### src/rtl/pixels_ws2812b_decoder.sv
// Purpose : WS2812B single-wire receiver; decodes high-pulse widths into bits, assembles 24-bit GRB pixels,
//           detects frame end, flags errors and forwards the line once pixel 0 has been captured.
// Latency : 2-FF synchronizer + 1 registered stage; pixel_valid 3 clocks after the final falling edge, bit_out lags bit_in by 3.
// Backpr. : none; the line cannot be stalled, so every output is a pulse or held value.
//
// Ports:
//   clock_i        system clock, rising edge
//   reset_i        asynchronous active-high reset
//   bit_in_i       WS2812B data line (asynchronous)
//   bit_out_o      forwarded line, gated off until pixel 0 of the frame is captured
//   pixel_o        last decoded pixel {G,R,B}, held
//   pixel_valid_o  one-cycle pulse when pixel_o updates
//   pixel_index_o  0-based index of pixel_o within the frame (saturates at 255)
//   frame_done_o   one-cycle pulse at frame end
//   pixel_count_o  full pixels in the frame just ended, valid with frame_done_o
//   error_o        sticky error, cleared by the first rising edge of a new frame
module pixels_ws2812b_decoder #(
    parameter logic [15:0] THRESHOLD_CYCLES = 16'd30,
    parameter logic [15:0] MIN_HIGH_CYCLES  = 16'd5,
    parameter logic [15:0] MAX_HIGH_CYCLES  = 16'd60,
    parameter logic [15:0] RESET_CYCLES     = 16'd2500
) (
    input  logic        clock_i,
    input  logic        reset_i,
    input  logic        bit_in_i,
    output logic        bit_out_o,
    output logic [23:0] pixel_o,
    output logic        pixel_valid_o,
    output logic [7:0]  pixel_index_o,
    output logic        frame_done_o,
    output logic [7:0]  pixel_count_o,
    output logic        error_o
);

    typedef enum logic [1:0] {S_IDLE, S_HIGH, S_LOW, S_ERR} state_t;

    state_t      state_q;
    logic        sync_q, din_q, din_prev_q;
    logic [15:0] hcnt_q, lcnt_q;
    logic [4:0]  bit_cnt_q;
    logic [7:0]  pix_cnt_q;
    logic [23:0] shift_q;
    logic        fwd_q;
    logic        pend_q;   // rising edge that coincided with frame end, replayed from IDLE
    logic        bit_out_q, pixel_valid_q, frame_done_q, error_q;
    logic [23:0] pixel_q;
    logic [7:0]  pixel_index_q, pixel_count_q;

    logic        rise, fall, bit_val;
    logic [15:0] hcnt_d, lcnt_d;
    logic [23:0] shift_d;

    assign rise    = din_q & ~din_prev_q;
    assign fall    = ~din_q & din_prev_q;
    assign hcnt_d  = (hcnt_q == 16'hFFFF) ? hcnt_q : hcnt_q + 16'd1;
    assign lcnt_d  = (lcnt_q == 16'hFFFF) ? lcnt_q : lcnt_q + 16'd1;
    assign bit_val = (hcnt_q >= THRESHOLD_CYCLES);
    // First bit of a pixel ends up in bit 23 after 24 shifts.
    assign shift_d = {shift_q[22:0], bit_val};

    always_ff @(posedge clock_i or posedge reset_i) begin
        if (reset_i) begin
            state_q       <= S_IDLE;
            sync_q        <= 1'b0;
            din_q         <= 1'b0;
            din_prev_q    <= 1'b0;
            hcnt_q        <= 16'd0;
            lcnt_q        <= 16'd0;
            bit_cnt_q     <= 5'd0;
            pix_cnt_q     <= 8'd0;
            shift_q       <= 24'd0;
            fwd_q         <= 1'b0;
            pend_q        <= 1'b0;
            bit_out_q     <= 1'b0;
            pixel_valid_q <= 1'b0;
            frame_done_q  <= 1'b0;
            error_q       <= 1'b0;
            pixel_q       <= 24'd0;
            pixel_index_q <= 8'd0;
            pixel_count_q <= 8'd0;
        end else begin
            sync_q        <= bit_in_i;
            din_q         <= sync_q;
            din_prev_q    <= din_q;
            bit_out_q     <= fwd_q & din_q;
            pixel_valid_q <= 1'b0;
            frame_done_q  <= 1'b0;

            case (state_q)
                S_IDLE: begin
                    pend_q <= 1'b0;
                    if (rise || (pend_q && din_q)) begin
                        state_q   <= S_HIGH;
                        // A replayed edge has already been high for one extra cycle.
                        hcnt_q    <= pend_q ? 16'd2 : 16'd1;
                        error_q   <= 1'b0;
                        pix_cnt_q <= 8'd0;
                        bit_cnt_q <= 5'd0;
                    end
                end

                S_HIGH: begin
                    if (fall) begin
                        if (hcnt_q < MIN_HIGH_CYCLES) begin
                            error_q <= 1'b1;    // glitch: pulse dropped
                        end else begin
                            shift_q <= shift_d;
                            if (bit_cnt_q == 5'd23) begin
                                bit_cnt_q     <= 5'd0;
                                pixel_q       <= shift_d;
                                pixel_valid_q <= 1'b1;
                                pixel_index_q <= pix_cnt_q;
                                if (pix_cnt_q == 8'd0)
                                    fwd_q <= 1'b1;
                                if (pix_cnt_q != 8'hFF)
                                    pix_cnt_q <= pix_cnt_q + 8'd1;
                            end else begin
                                bit_cnt_q <= bit_cnt_q + 5'd1;
                            end
                        end
                        lcnt_q  <= 16'd1;
                        state_q <= S_LOW;
                    end else if (hcnt_d >= MAX_HIGH_CYCLES) begin
                        error_q <= 1'b1;
                        fwd_q   <= 1'b0;
                        lcnt_q  <= 16'd0;
                        state_q <= S_ERR;
                    end else begin
                        hcnt_q <= hcnt_d;
                    end
                end

                S_LOW: begin
                    // Frame end has priority over a simultaneous rising edge.
                    if (lcnt_d >= RESET_CYCLES) begin
                        frame_done_q  <= 1'b1;
                        pixel_count_q <= pix_cnt_q;
                        if (bit_cnt_q != 5'd0)
                            error_q <= 1'b1;
                        bit_cnt_q <= 5'd0;
                        pix_cnt_q <= 8'd0;
                        fwd_q     <= 1'b0;
                        pend_q    <= rise;
                        state_q   <= S_IDLE;
                    end else if (rise) begin
                        hcnt_q  <= 16'd1;
                        state_q <= S_HIGH;
                    end else begin
                        lcnt_q <= lcnt_d;
                    end
                end

                S_ERR: begin
                    // Wait for an unbroken low of RESET_CYCLES before accepting data again.
                    if (din_q) begin
                        lcnt_q <= 16'd0;
                    end else if (lcnt_d >= RESET_CYCLES) begin
                        state_q <= S_IDLE;
                    end else begin
                        lcnt_q <= lcnt_d;
                    end
                end

                default: state_q <= S_IDLE;
            endcase
        end
    end

    assign bit_out_o     = bit_out_q;
    assign pixel_o       = pixel_q;
    assign pixel_valid_o = pixel_valid_q;
    assign pixel_index_o = pixel_index_q;
    assign frame_done_o  = frame_done_q;
    assign pixel_count_o = pixel_count_q;
    assign error_o       = error_q;

endmodule

### config.mk
export PLATFORM = sky130hd
export DESIGN_NAME = pixels_ws2812b_decoder
export DESIGN_NICKNAME = d
export VERILOG_FILES = /design/src/rtl/pixels_ws2812b_decoder.sv
export SDC_FILE = /design/constraint.sdc
export NUM_CORES = 1
export LEC_CHECK = 0
export ABC_AREA = 1
export CAP_MARGIN = 25
export CORE_ASPECT_RATIO = 1.25
export CORE_MARGIN = 2
export CORE_UTILIZATION = 60
export DETAILED_ROUTE_END_ITERATION = 7
export PLACE_DENSITY_LB_ADDON = 0.3
export SLEW_MARGIN = 20
export SYNTH_ARGS = -nofsm -noshare
export SYNTH_HDL_FRONTEND = slang
export SYNTH_SLANG_ARGS = --single-unit
### constraint.sdc
create_clock -name clock_i -period 6.8 [get_ports clock_i]
set_clock_uncertainty 0.15 [all_clocks]
set_input_delay 1.02 -clock clock_i [delete_from_list [all_inputs] [get_ports clock_i]]
set_output_delay 1.02 -clock clock_i [all_outputs]
set_load 0.01 [all_outputs]
==> flow_summary.yaml <==
die:
  num_rows: 41
  die_h_um: 118.6
  start_util_pct: 62.06
  coreArea_um2: 10160
  die-area_um2: 11350
  fp.dieW_um: 95.68
  io_pins: 47
critical_path:
  cp_cell_sequence: "inv_1 > ha_1 > inv_1 > nor2_1 > nand2_2 > nor2_2 > clkinv_1 > buf_4 > nand2_1 > o21ai_0"
  required_ps: 6920
  path_class: "reg2reg"
  worstPathMaxFanout: 52
  cpMaxStageDelayCell: "ha_1"
  cp_num_buf_inv: 4
  endpoint_kind: "flip-flop"
  startpoint_type: "flip-flop"
  cp_slowest_stage_delay_ps: 530
  cp_data_arrival_time_ps: 3530
  cp_common_cell: "inv_1"
  path_delay_family: "simple AND/OR/NAND/NOR gates"
layout:
  final_cell_area_um2: 7363
  n_antenna_cell: 0
  instances_no_fill: 997
  syn_to_final_growth_pct: 16.81
  fin_nets: 871
  drive_above_1_share_pct: 9.562
grt:
  grt_pass1_wl_mm: 23.05
  grt.total_usage_pct: 25.78
  overflow: 0
  grt_max_degree: 62
  antenna_found_initial: 0
  first_global_vias: 5113
power_and_ir_drop:
  ir_drop_v: 0.0002169
  power.total_w: 0.002162
  power.density_nw_per_um2: 293.7
  p_leak_nw: 3.454
timing:
  finalHoldViolCount: 0
  finalSetupViolations: 0
  period_needed_ps: 3416
  final_max_slew_viol_count: 0
  max_freq_mhz: 292.8
  relSlewSlack_pct: 50.90
  rsz0062_at_grt: "false"
  worstMarginPinSlew_ps: 736.5
  fin_ws_ps: 3384
  fin_setup_tns_ps: 0
  fin_crit_sh_pct: 50.23
logic_synthesis:
  synth-compound-area-share_pct: 11.19
  synth_flop_cell: "dfrtp_1"
  async_reset_ff_share_pct: 100.0
  synth_top_cell_by_area: "dfrtp_1"
  ys_seq_elements: 119
  synth_xor_area_share_pct: 1.250
  synth_most_common_cell: "nand2_1"
  synth_top_family_by_area: "simple AND/OR/NAND/NOR gates"
  synth_top_area_share_pct: 47.24
  synthMuxAreaShare_pct: 0
  synth.distinct_cells: 35
  synth_area_leaders: "dfrtp_1, nand2_1, inv_1, o21ai_0, nor2_1"
  synthCells: 811
  post_synth.cell_area_avg_um2: 7.773
  syn_area_um2: 6304
  synth_edf_count: 0
  syn-num-nets: 826
  synthAdderAreaFrac_pct: 2.382
  synth_warnings: 0
  synth-seq-area-share_pct: 47.24
  yosys.area_share.simple_pct: 29.02
  yosys-top-cells-count: "nand2_1, dfrtp_1, inv_1"
routing:
  viasPerCell: 5.376
  wl_mm: 13.60
  routedWlPerCell_um: 13.64
  dr.first_iter.drc_count: 356
  antenna_left: 0
  wl_met2_mm: 7.061
  dr.pass1.iters: 5
  routed.top_layer: "met4"
  drcViolationCount: 0
  vias: 5360
  wl_met1_mm: 5.662
  dr_wl_met3_um: 583
placed_design:
  routabilityCongestion: 0.9188
  io_buffers: 46
  dp.cells: 966
  dp_hpwl_mm: 9.402
  dpl_cell_area_um2: 6787
  pre_cts_ws_ps: 3428
cts:
  postCtsHoldBufs: 0
  root_buffer: "clkbuf_16"
  cts-buffers-inserted: 17
  cts_max_level: 4
  clock_path_buffers: 2
  cts_setup_buffers: 0
  cts_resized: 0
  clk_pin_slew_ps: 60
  cts_tree: "done"
  cts_num_sinks: 119
  insertion_delay_ps: 410
hold_path:
  hp-class: "reg2reg"
run_status:
  status: "finished clean"
run:
  cap_violations: 0
## worst paths after layout
check | from | end | slack (ps) | cells after the start
hold / removal | sync_q | din_q | 190 | 0
setup reg to reg | state_q[1] | pixel_index_o[4] | 3380 | 10
max in group asynchronous | reset_i | hcnt_q[12] | 4340 | 3
setup / recovery | state_q[1] | pixel_index_o[4] | 3380 | 10
min in group asynchronous | reset_i | pixel_o[13] | 950 | 2
hold reg to reg | sync_q | din_q | 190 | 0
## stage by stage
step	hold WS, ps	util, %
after detailed placement	186.5	66.81
after CTS	199.3	72.49
after floorplan	181.2	-
after global routing	212.4	72.49
after global placement	185.5	66.81
final	194.1	72.49
## metal layers
metal	track usage, %	vias up
met5	0	-
met4	9.821	0
met2	43.14	135
met3	5.991	34
met1	31.94	2522
li1	-	2669
## registers in the layout (all words and copies together) (netlist names), 5 cells and up
name,count
pixel_count_o,8
pixel_o,24
shift_q,23
hcnt_q,16
pix_cnt_q,8
pixel_index_o,8
lcnt_q,16
bit_cnt_q,5
## area by class of cell
cell class / count / area (um^2)
clock buffers: 17 / 425.4
repair buffers: 49 / 483.0
multi-input cells: 563 / 2764
inverters: 106 / 400.4
well taps: 129 / 161.4
clock inverters: 14 / 151.4
flip-flops and latches: 119 / 2978
fillers: 760 / 2794
## cell usage in the layout, fill, tap and decap left out, types with 3 or more instances in the layout
cell type and count:
nor3_1 8, o21ai_2 24, clkbuf_16 17, clkdlybuf4s50_1 46
xor2_1 6, nand2_1 261, nand2_2 6, nand3_1 42
clkinv_2 3, o211ai_1 3, nor2_2 4, clkinv_4 5
a21oi_1 7, inv_1 104, nand4_1 18, dfrtp_1 119
nand3_2 4, buf_4 3, xnor2_1 3, nor2_4 6
o21ai_0 69, nor2_1 71, ha_1 12, o21ai_1 6
## kinds of logic (layout without fill, tap and decap cells)
kind of cell | count (synthesis) | count (layout)
adders and majority gates | 12 | 12
buffers and inverters | 129 | 186
xor gates and xnor gates | 9 | 9
AOI/OAI and AO/OA | 116 | 116
and+or+nand+nor | 426 | 426
DFF | 119 | 119
## power by group
group	internal (W)	total [W]	switching, W	leakage, nW
registers	0.000746	0.000788	0.0000412	1.64
clock network	0.000539	0.000868	0.000329	0.279
logic	0.000146	0.000507	0.000361	1.53
total	0.00143	0.00216	0.000731	3.45
(Power assumes the default switching activity.)
